--- src/rtl/packet_resizer_v2.sv ---
`default_nettype none
// ============================================================================
// Module   : packet_resizer_v2
// Purpose  : Re-frames an AXI-stream sample stream into output packets of a
//            programmable sample count and regenerates the CHDR header on
//            tuser (timestamp, seqnum, dst SID, EOB flush, pass-through).
// Revision : 1.0 - initial release
// ============================================================================
module packet_resizer_v2 #(
   parameter int          WIDTH            = 32,
   parameter int          SR_PKT_SIZE      = 129,
   parameter logic [15:0] DEFAULT_PKT_SIZE = 16'd256,
   parameter logic [15:0] TICKS_PER_SAMPLE = 16'd1
) (
   input  logic               clk,
   input  logic               reset_n,
   input  logic               clear,
   input  logic [15:0]        next_dst_sid,
   input  logic               set_stb,
   input  logic [7:0]         set_addr,
   input  logic [31:0]        set_data,
   input  logic [WIDTH-1:0]   i_tdata,
   input  logic [127:0]       i_tuser,
   input  logic               i_tlast,
   input  logic               i_tvalid,
   output logic               i_tready,
   output logic [WIDTH-1:0]   o_tdata,
   output logic [127:0]       o_tuser,
   output logic               o_tlast,
   output logic               o_tvalid,
   input  logic               o_tready
);

   localparam logic [7:0] c_SR_ADDR = SR_PKT_SIZE[7:0];
   localparam int         c_EW      = WIDTH + 129;

   // Settings and framing state
   logic [15:0] r_pkt_size, r_active_size, r_cnt;
   logic [63:0] r_in_off, r_in_time;
   logic        r_in_has_time, r_in_first;
   logic [11:0] r_seq;

   // Header latched at the start of each output packet
   logic        r_h_has, r_eob_seen;
   logic [15:0] r_h_src, r_h_dst;
   logic [63:0] r_h_ts;
   logic [11:0] r_h_seq;

   // Two-entry output buffer; entry 0 drives the outputs directly
   logic [c_EW-1:0] r_e0, r_e1;
   logic            r_v0, r_v1;

   logic            w_push, w_pop, w_wr, w_first, w_cnt0, w_pass, w_last;
   logic            w_has, w_in_eob, w_eob_out;
   logic [15:0]     w_cnt, w_size_new, w_act;
   logic [11:0]     w_seq;
   logic [63:0]     w_off, w_ts;
   logic [127:0]    w_user;
   logic [c_EW-1:0] w_new;
   logic            w_unused;

   assign i_tready = !r_v1;
   assign o_tvalid = r_v0;
   assign o_tdata  = r_e0[WIDTH-1:0];
   assign o_tuser  = r_e0[WIDTH +: 128];
   assign o_tlast  = r_e0[c_EW-1];

   assign w_push = i_tvalid && i_tready;
   assign w_pop  = r_v0 && o_tready;

   // clear acts in the same cycle, so the concurrent beat starts fresh packets
   assign w_first    = r_in_first || clear;
   assign w_cnt0     = (r_cnt == 16'd0) || clear;
   assign w_cnt      = clear ? 16'd0 : r_cnt;
   assign w_seq      = clear ? 12'd0 : r_seq;
   assign w_wr       = set_stb && (set_addr == c_SR_ADDR);
   assign w_size_new = w_wr ? set_data[15:0] : r_pkt_size;
   assign w_act      = w_cnt0 ? w_size_new : r_active_size;
   assign w_pass     = (w_act == 16'd0);
   assign w_in_eob   = i_tuser[124];

   // Offset of this beat relative to the first sample of its input packet
   assign w_off = w_first ? 64'd0 : (r_in_off + {48'd0, TICKS_PER_SAMPLE});
   assign w_ts  = w_first ? i_tuser[63:0] : (r_in_time + w_off);
   assign w_has = w_first ? i_tuser[125] : r_in_has_time;

   // eob is sticky within an output packet and seen on the current beat too
   assign w_eob_out = (!w_cnt0 && r_eob_seen) || w_in_eob;

   assign w_last = w_pass ? i_tlast
                          : ((w_cnt == (w_act - 16'd1)) || (i_tlast && w_in_eob));

   // Build the header for the beat being accepted
   always_comb begin
      w_user = '0;
      if (w_pass) begin
         w_user = {i_tuser[127:124], w_seq, 16'd0, i_tuser[95:80],
                   next_dst_sid, i_tuser[63:0]};
      end else if (w_cnt0) begin
         w_user = {2'b00, w_has, w_eob_out, w_seq, 16'd0, i_tuser[95:80],
                   next_dst_sid, w_ts};
      end else begin
         w_user = {2'b00, r_h_has, w_eob_out, r_h_seq, 16'd0, r_h_src,
                   r_h_dst, r_h_ts};
      end
   end

   assign w_new    = {w_last, w_user, i_tdata};
   assign w_unused = ^{set_data[31:16], i_tuser[123:96], i_tuser[79:64]};

   // Packet-size settings register
   always_ff @(posedge clk or negedge reset_n) begin
      if (!reset_n)  r_pkt_size <= DEFAULT_PKT_SIZE;
      else if (w_wr) r_pkt_size <= set_data[15:0];
   end

   // Framing counters, input timing and output header capture
   always_ff @(posedge clk or negedge reset_n) begin
      if (!reset_n) begin
         r_active_size <= DEFAULT_PKT_SIZE;
         r_cnt         <= 16'd0;
         r_seq         <= 12'd0;
         r_in_first    <= 1'b1;
         r_in_off      <= 64'd0;
         r_in_time     <= 64'd0;
         r_in_has_time <= 1'b0;
         r_h_has       <= 1'b0;
         r_h_src       <= 16'd0;
         r_h_dst       <= 16'd0;
         r_h_ts        <= 64'd0;
         r_h_seq       <= 12'd0;
         r_eob_seen    <= 1'b0;
      end else if (w_push) begin
         r_in_first <= i_tlast;
         r_in_off   <= w_off;
         if (w_first) begin
            r_in_time     <= i_tuser[63:0];
            r_in_has_time <= i_tuser[125];
         end
         if (w_cnt0) begin
            r_active_size <= w_size_new;
            r_h_has       <= w_has;
            r_h_src       <= i_tuser[95:80];
            r_h_dst       <= next_dst_sid;
            r_h_ts        <= w_ts;
            r_h_seq       <= w_seq;
         end
         r_eob_seen <= w_last ? 1'b0 : w_eob_out;
         r_cnt      <= w_last ? 16'd0 : (w_cnt + 16'd1);
         r_seq      <= w_last ? (w_seq + 12'd1) : w_seq;
      end else if (clear) begin
         r_cnt      <= 16'd0;
         r_seq      <= 12'd0;
         r_in_first <= 1'b1;
      end
   end

   // Output buffer: head holds the presented beat, second entry absorbs a stall
   always_ff @(posedge clk or negedge reset_n) begin
      if (!reset_n) begin
         r_v0 <= 1'b0;
         r_v1 <= 1'b0;
         r_e0 <= '0;
         r_e1 <= '0;
      end else if (w_pop) begin
         if (r_v1) begin
            r_e0 <= r_e1;
            r_v1 <= 1'b0;
         end else if (w_push) begin
            r_e0 <= w_new;
         end else begin
            r_v0 <= 1'b0;
         end
      end else if (w_push) begin
         if (r_v0) begin
            r_e1 <= w_new;
            r_v1 <= 1'b1;
         end else begin
            r_e0 <= w_new;
            r_v0 <= 1'b1;
         end
      end
   end

endmodule
`default_nettype wire

--- config.mk ---
export PLATFORM = sky130hd
export DESIGN_NAME = packet_resizer_v2
export DESIGN_NICKNAME = d
export VERILOG_FILES = /design/src/rtl/packet_resizer_v2.sv
export SDC_FILE = /design/constraint.sdc
export NUM_CORES = 1
export LEC_CHECK = 0
export ABC_AREA = 1
export CAP_MARGIN = 15
export CORE_MARGIN = 2
export CORE_UTILIZATION = 50
export DETAILED_ROUTE_END_ITERATION = 8
export HOLD_SLACK_MARGIN = 0.12
export PLACE_DENSITY = 0.72
export SKIP_LAST_GASP = 1
export SYNTH_ARGS = -nofsm -noshare
export SYNTH_HDL_FRONTEND = slang
export SYNTH_SLANG_ARGS = --single-unit
--- constraint.sdc ---
create_clock -name clk -period 7.47 [get_ports clk]
set_clock_uncertainty 0.15 [all_clocks]
set_input_delay 1.494 -clock clk [delete_from_list [all_inputs] [get_ports clk]]
set_output_delay 1.494 -clock clk [all_outputs]
set_load 0.02 [all_outputs]
==> results.yml <==
run_status:
  status: "finished, final reports clean"
power:
  power_frac_clock_pct: 25.1
  switching_share_pct: 39.6
  comb_power_share_pct: 39.1
  p_leak_nw: 18.7
  intPower_mw: 8.54
  vdd_drop_max_v: 0.000264
  powerDensity_nw_per_um2: 350
  switchingPower_mw: 5.60
  seqPwrFrac_pct: 35.8
setup_path:
  critPathSlowestCell: "dfrtp_1"
  crit_path_max_incr_delay_ns: 0.39
  critPathTopFamily: "simple AND/OR/NAND/NOR gates"
  critPathKind: "flip-flop to flip-flop"
  crit_path_start: "r_in_off[2]"
  worstSetupPathDepth: 31
  worstPathArrival_ns: 6.32
  crit_end: "r_e0[80]"
  path_buf_inv: 0
  timing.rr.start: "r_in_off[2]"
  reg2reg_to: "r_e0[80]"
  path_common_cell: "nand2_1"
  cp.required_ns: 7.83
  crit_path_start_kind: "flip-flop"
  critPathMaxFanout: 5
  end_kind: "flip-flop"
  r2r_cells: 31
  r2r_slack_ns: 1.51
floorplanning:
  rows: 96
  core_um2: 68300
  ioPinCount: 386
  start_util_pct: 50.3
  dieArea_um2: 70900
  die_h_um: 266
  die_w_um: 266
finish:
  filler_cell_count: 6377
  layout-drive-gt1-share_pct: 5.44
  final_cells: 5867
  design_area_um2: 40400
  fin_nets: 5219
  area_growth_pct: 17.5
cts:
  clockRootBuffer: "clkbuf_16"
  clkSinkCount: 592
  clock_latency_ns: 0.62
  cts_setup_buffers: 0
  htree_levels: 3
  post_cts_resized: 0
  cts_buffers: 68
  cts_tree: "yes"
  hold_buffers: 0
  clk_pin_slew_ns: 0.06
  clockBufferDepth: 3
synth:
  post-synth-top-count-cell: "nand2_1"
  ys.flop_type: "dfrtp_1"
  netlist.area_leader.share_pct: 42.9
  synthArstFlopShare_pct: 100
  yosys_warnings: 0
  ys_types: 55
  ys_ff_latch: 592
  synth_commonest_cells: "nand2_1, o21ai_0, dfrtp_1"
  avgSynthCellArea_um2: 7.27
  synth_area_leaders: "dfrtp_1, nand2_1, o21ai_0"
  syn_area_um2: 34400
  yosysSeqAreaShare_pct: 43.1
  yosysTopAreaCell: "dfrtp_1"
  synth_cells: 4733
  synth-edff-count: 0
place:
  portBuffers: 309
  place_ws_ns: 1.16
  gp_congestion: 0.994
  placed_area_um2: 38000
  dp_hpwl_um: 76400
  dp_cells: 5740
sta:
  slew_headroom_pct: 24.4
  post-route-period-util_pct: 79.7
  slew_viol_final: 0
  hold_viol: 0
  worst_slew_pin_slew_ns: 1.13
  fmax_ghz: 0.168
  setup_viol: 0
  rsz0062_at_grt: "no"
  timing.hold.ws_ns: 0.320
  period_minus_slack_ns: 5.96
  worst_slack_ns: 1.51
  setup-tns-final_ns: 0
routing:
  drc_errors: 0
  vias_per_cell: 5.50
  vias: 32263
  antenna_left: 0
  dr.pass1.iters: 6
  wl_per_cell_um: 18.1
  drt-total-wl_um: 106000
  drtIter0Drc: 3055
min_path:
  hp-class: "flip-flop to flip-flop"
  worstHoldStart: "r_h_ts[57]"
global_route:
  grt_max_degree: 220
  grt_pass1_wl_um: 167000
  grt_usage_pct: 29.8
  antenna_found_initial: 8
  gr-total-overflow: 0
  grt_pass1_vias: 29914
job:
  drv_cap: 0
sequential cells by signal, summed over array words and instances (netlist names), 12 cells and up:
signal         cells
r_e0             145
r_e1             145
r_h_ts            64
r_in_off          64
r_in_time         64
r_active_size     16
r_cnt             16
r_h_dst           16
r_h_src           16
r_pkt_size        16
r_h_seq           12
r_seq             12
logic make-up after synthesis:
| family | Yosys count | synth area share [%] |
|---|---|---|
| compound gates | 1091 | 17.0 |
| xor+xnor | 61 | 1.55 |
| fa+ha+maj | 68 | 2.50 |
| buf+inv | 789 | 9.13 |
| flops | 592 | 43.1 |
| mux | 20 | 0.655 |
| other cells | 1 | 0.0109 |
| simple gates | 2111 | 26.0 |
through the flow:
stage	total power [mW]	util [%]
final	14.1	59.1
after global placement	10.5	55.6
after global routing	15.1	59.1
after detailed placement	10.6	55.6
after CTS	14.2	59.1
after floorplan	8.48	-
layout by cell type, fill, tap and decap left out, types with 19 or more instances in the layout:
master | netlist | routed
nand2_1 | 1283 | 1281
o21ai_0 | 591 | 591
dfrtp_1 | 589 | 589
inv_1 | 544 | 540
nor2_1 | 385 | 381
clkdlybuf4s50_1 | 0 | 308
a21oi_1 | 269 | 269
nand3_1 | 219 | 219
clkbuf_16 | 0 | 68
ha_1 | 67 | 67
nor3_1 | 64 | 64
a31oi_1 | 56 | 56
o21ai_1 | 48 | 48
nand4_1 | 45 | 45
xor2_1 | 39 | 39
o211ai_1 | 31 | 31
buf_4 | 25 | 27
xnor2_1 | 22 | 22
a21o_1 | 21 | 21
o21bai_1 | 20 | 20
mux2_2 | 20 | 20
nand2_2 | 19 | 19
nor2_4 | 15 | 19
nor4_1 | 19 | 19
how the worst min path moves through the flow:
stage,to,slack [ns],cells past startpoint
2_1_floorplan,r_h_ts[41],0.29,1
3_3_place_gp,r_h_ts[41],0.30,1
3_5_place_dp,r_h_ts[42],0.31,1
4_1_cts,r_h_ts[53],0.32,1
5_1_grt,r_h_ts[57],0.33,1
6_report,r_h_ts[57],0.32,1
worst register-to-register path, delay by kind of cell (launching register included):
family	cells	cell delay, ns
AOI/OAI and AO/OA	6	1.14
adders and majority gates	1	0.38
DFF	1	0.39
and+or+nand+nor	24	3.77
routing by layer:
layer | global-route usage (%) | up-vias | part of all wire [%]
met1 | 40.1 | 15251 | 43
met2 | 47.4 | 1018 | 46
met5 | 0 | - | 0.042
met4 | 14.0 | 8 | 5.1
met3 | 4.47 | 235 | 6.3
li1 | - | 15751 | -
power by group through the flow:
| stage | Combinational [mW] | Sequential, mW | Clock [mW] |
|---|---|---|---|
| detailed placement | 5.52 | 5.09 | 0 |
| finish | 5.53 | 5.06 | 3.55 |
| global route | 6.15 | 5.18 | 3.73 |
| global placement | 5.42 | 5.05 | 0 |
| CTS | 5.55 | 5.05 | 3.60 |
| floorplan | 3.11 | 5.38 | 0 |
area by class of cell:
cell class / instances / area [um^2] / share of cell area, %
antenna: 5 / 12.5 / 0.0310
clock inverter: 23 / 420 / 1.04
sequential: 592 / 14800 / 36.7
timing repair buffer: 343 / 3440 / 8.52
tap: 882 / 1100 / 2.73
inverter: 556 / 2100 / 5.20
multi-input combinational: 3367 / 16500 / 40.9
clock buffer: 99 / 1970 / 4.87
(Power assumes the default switching activity.)
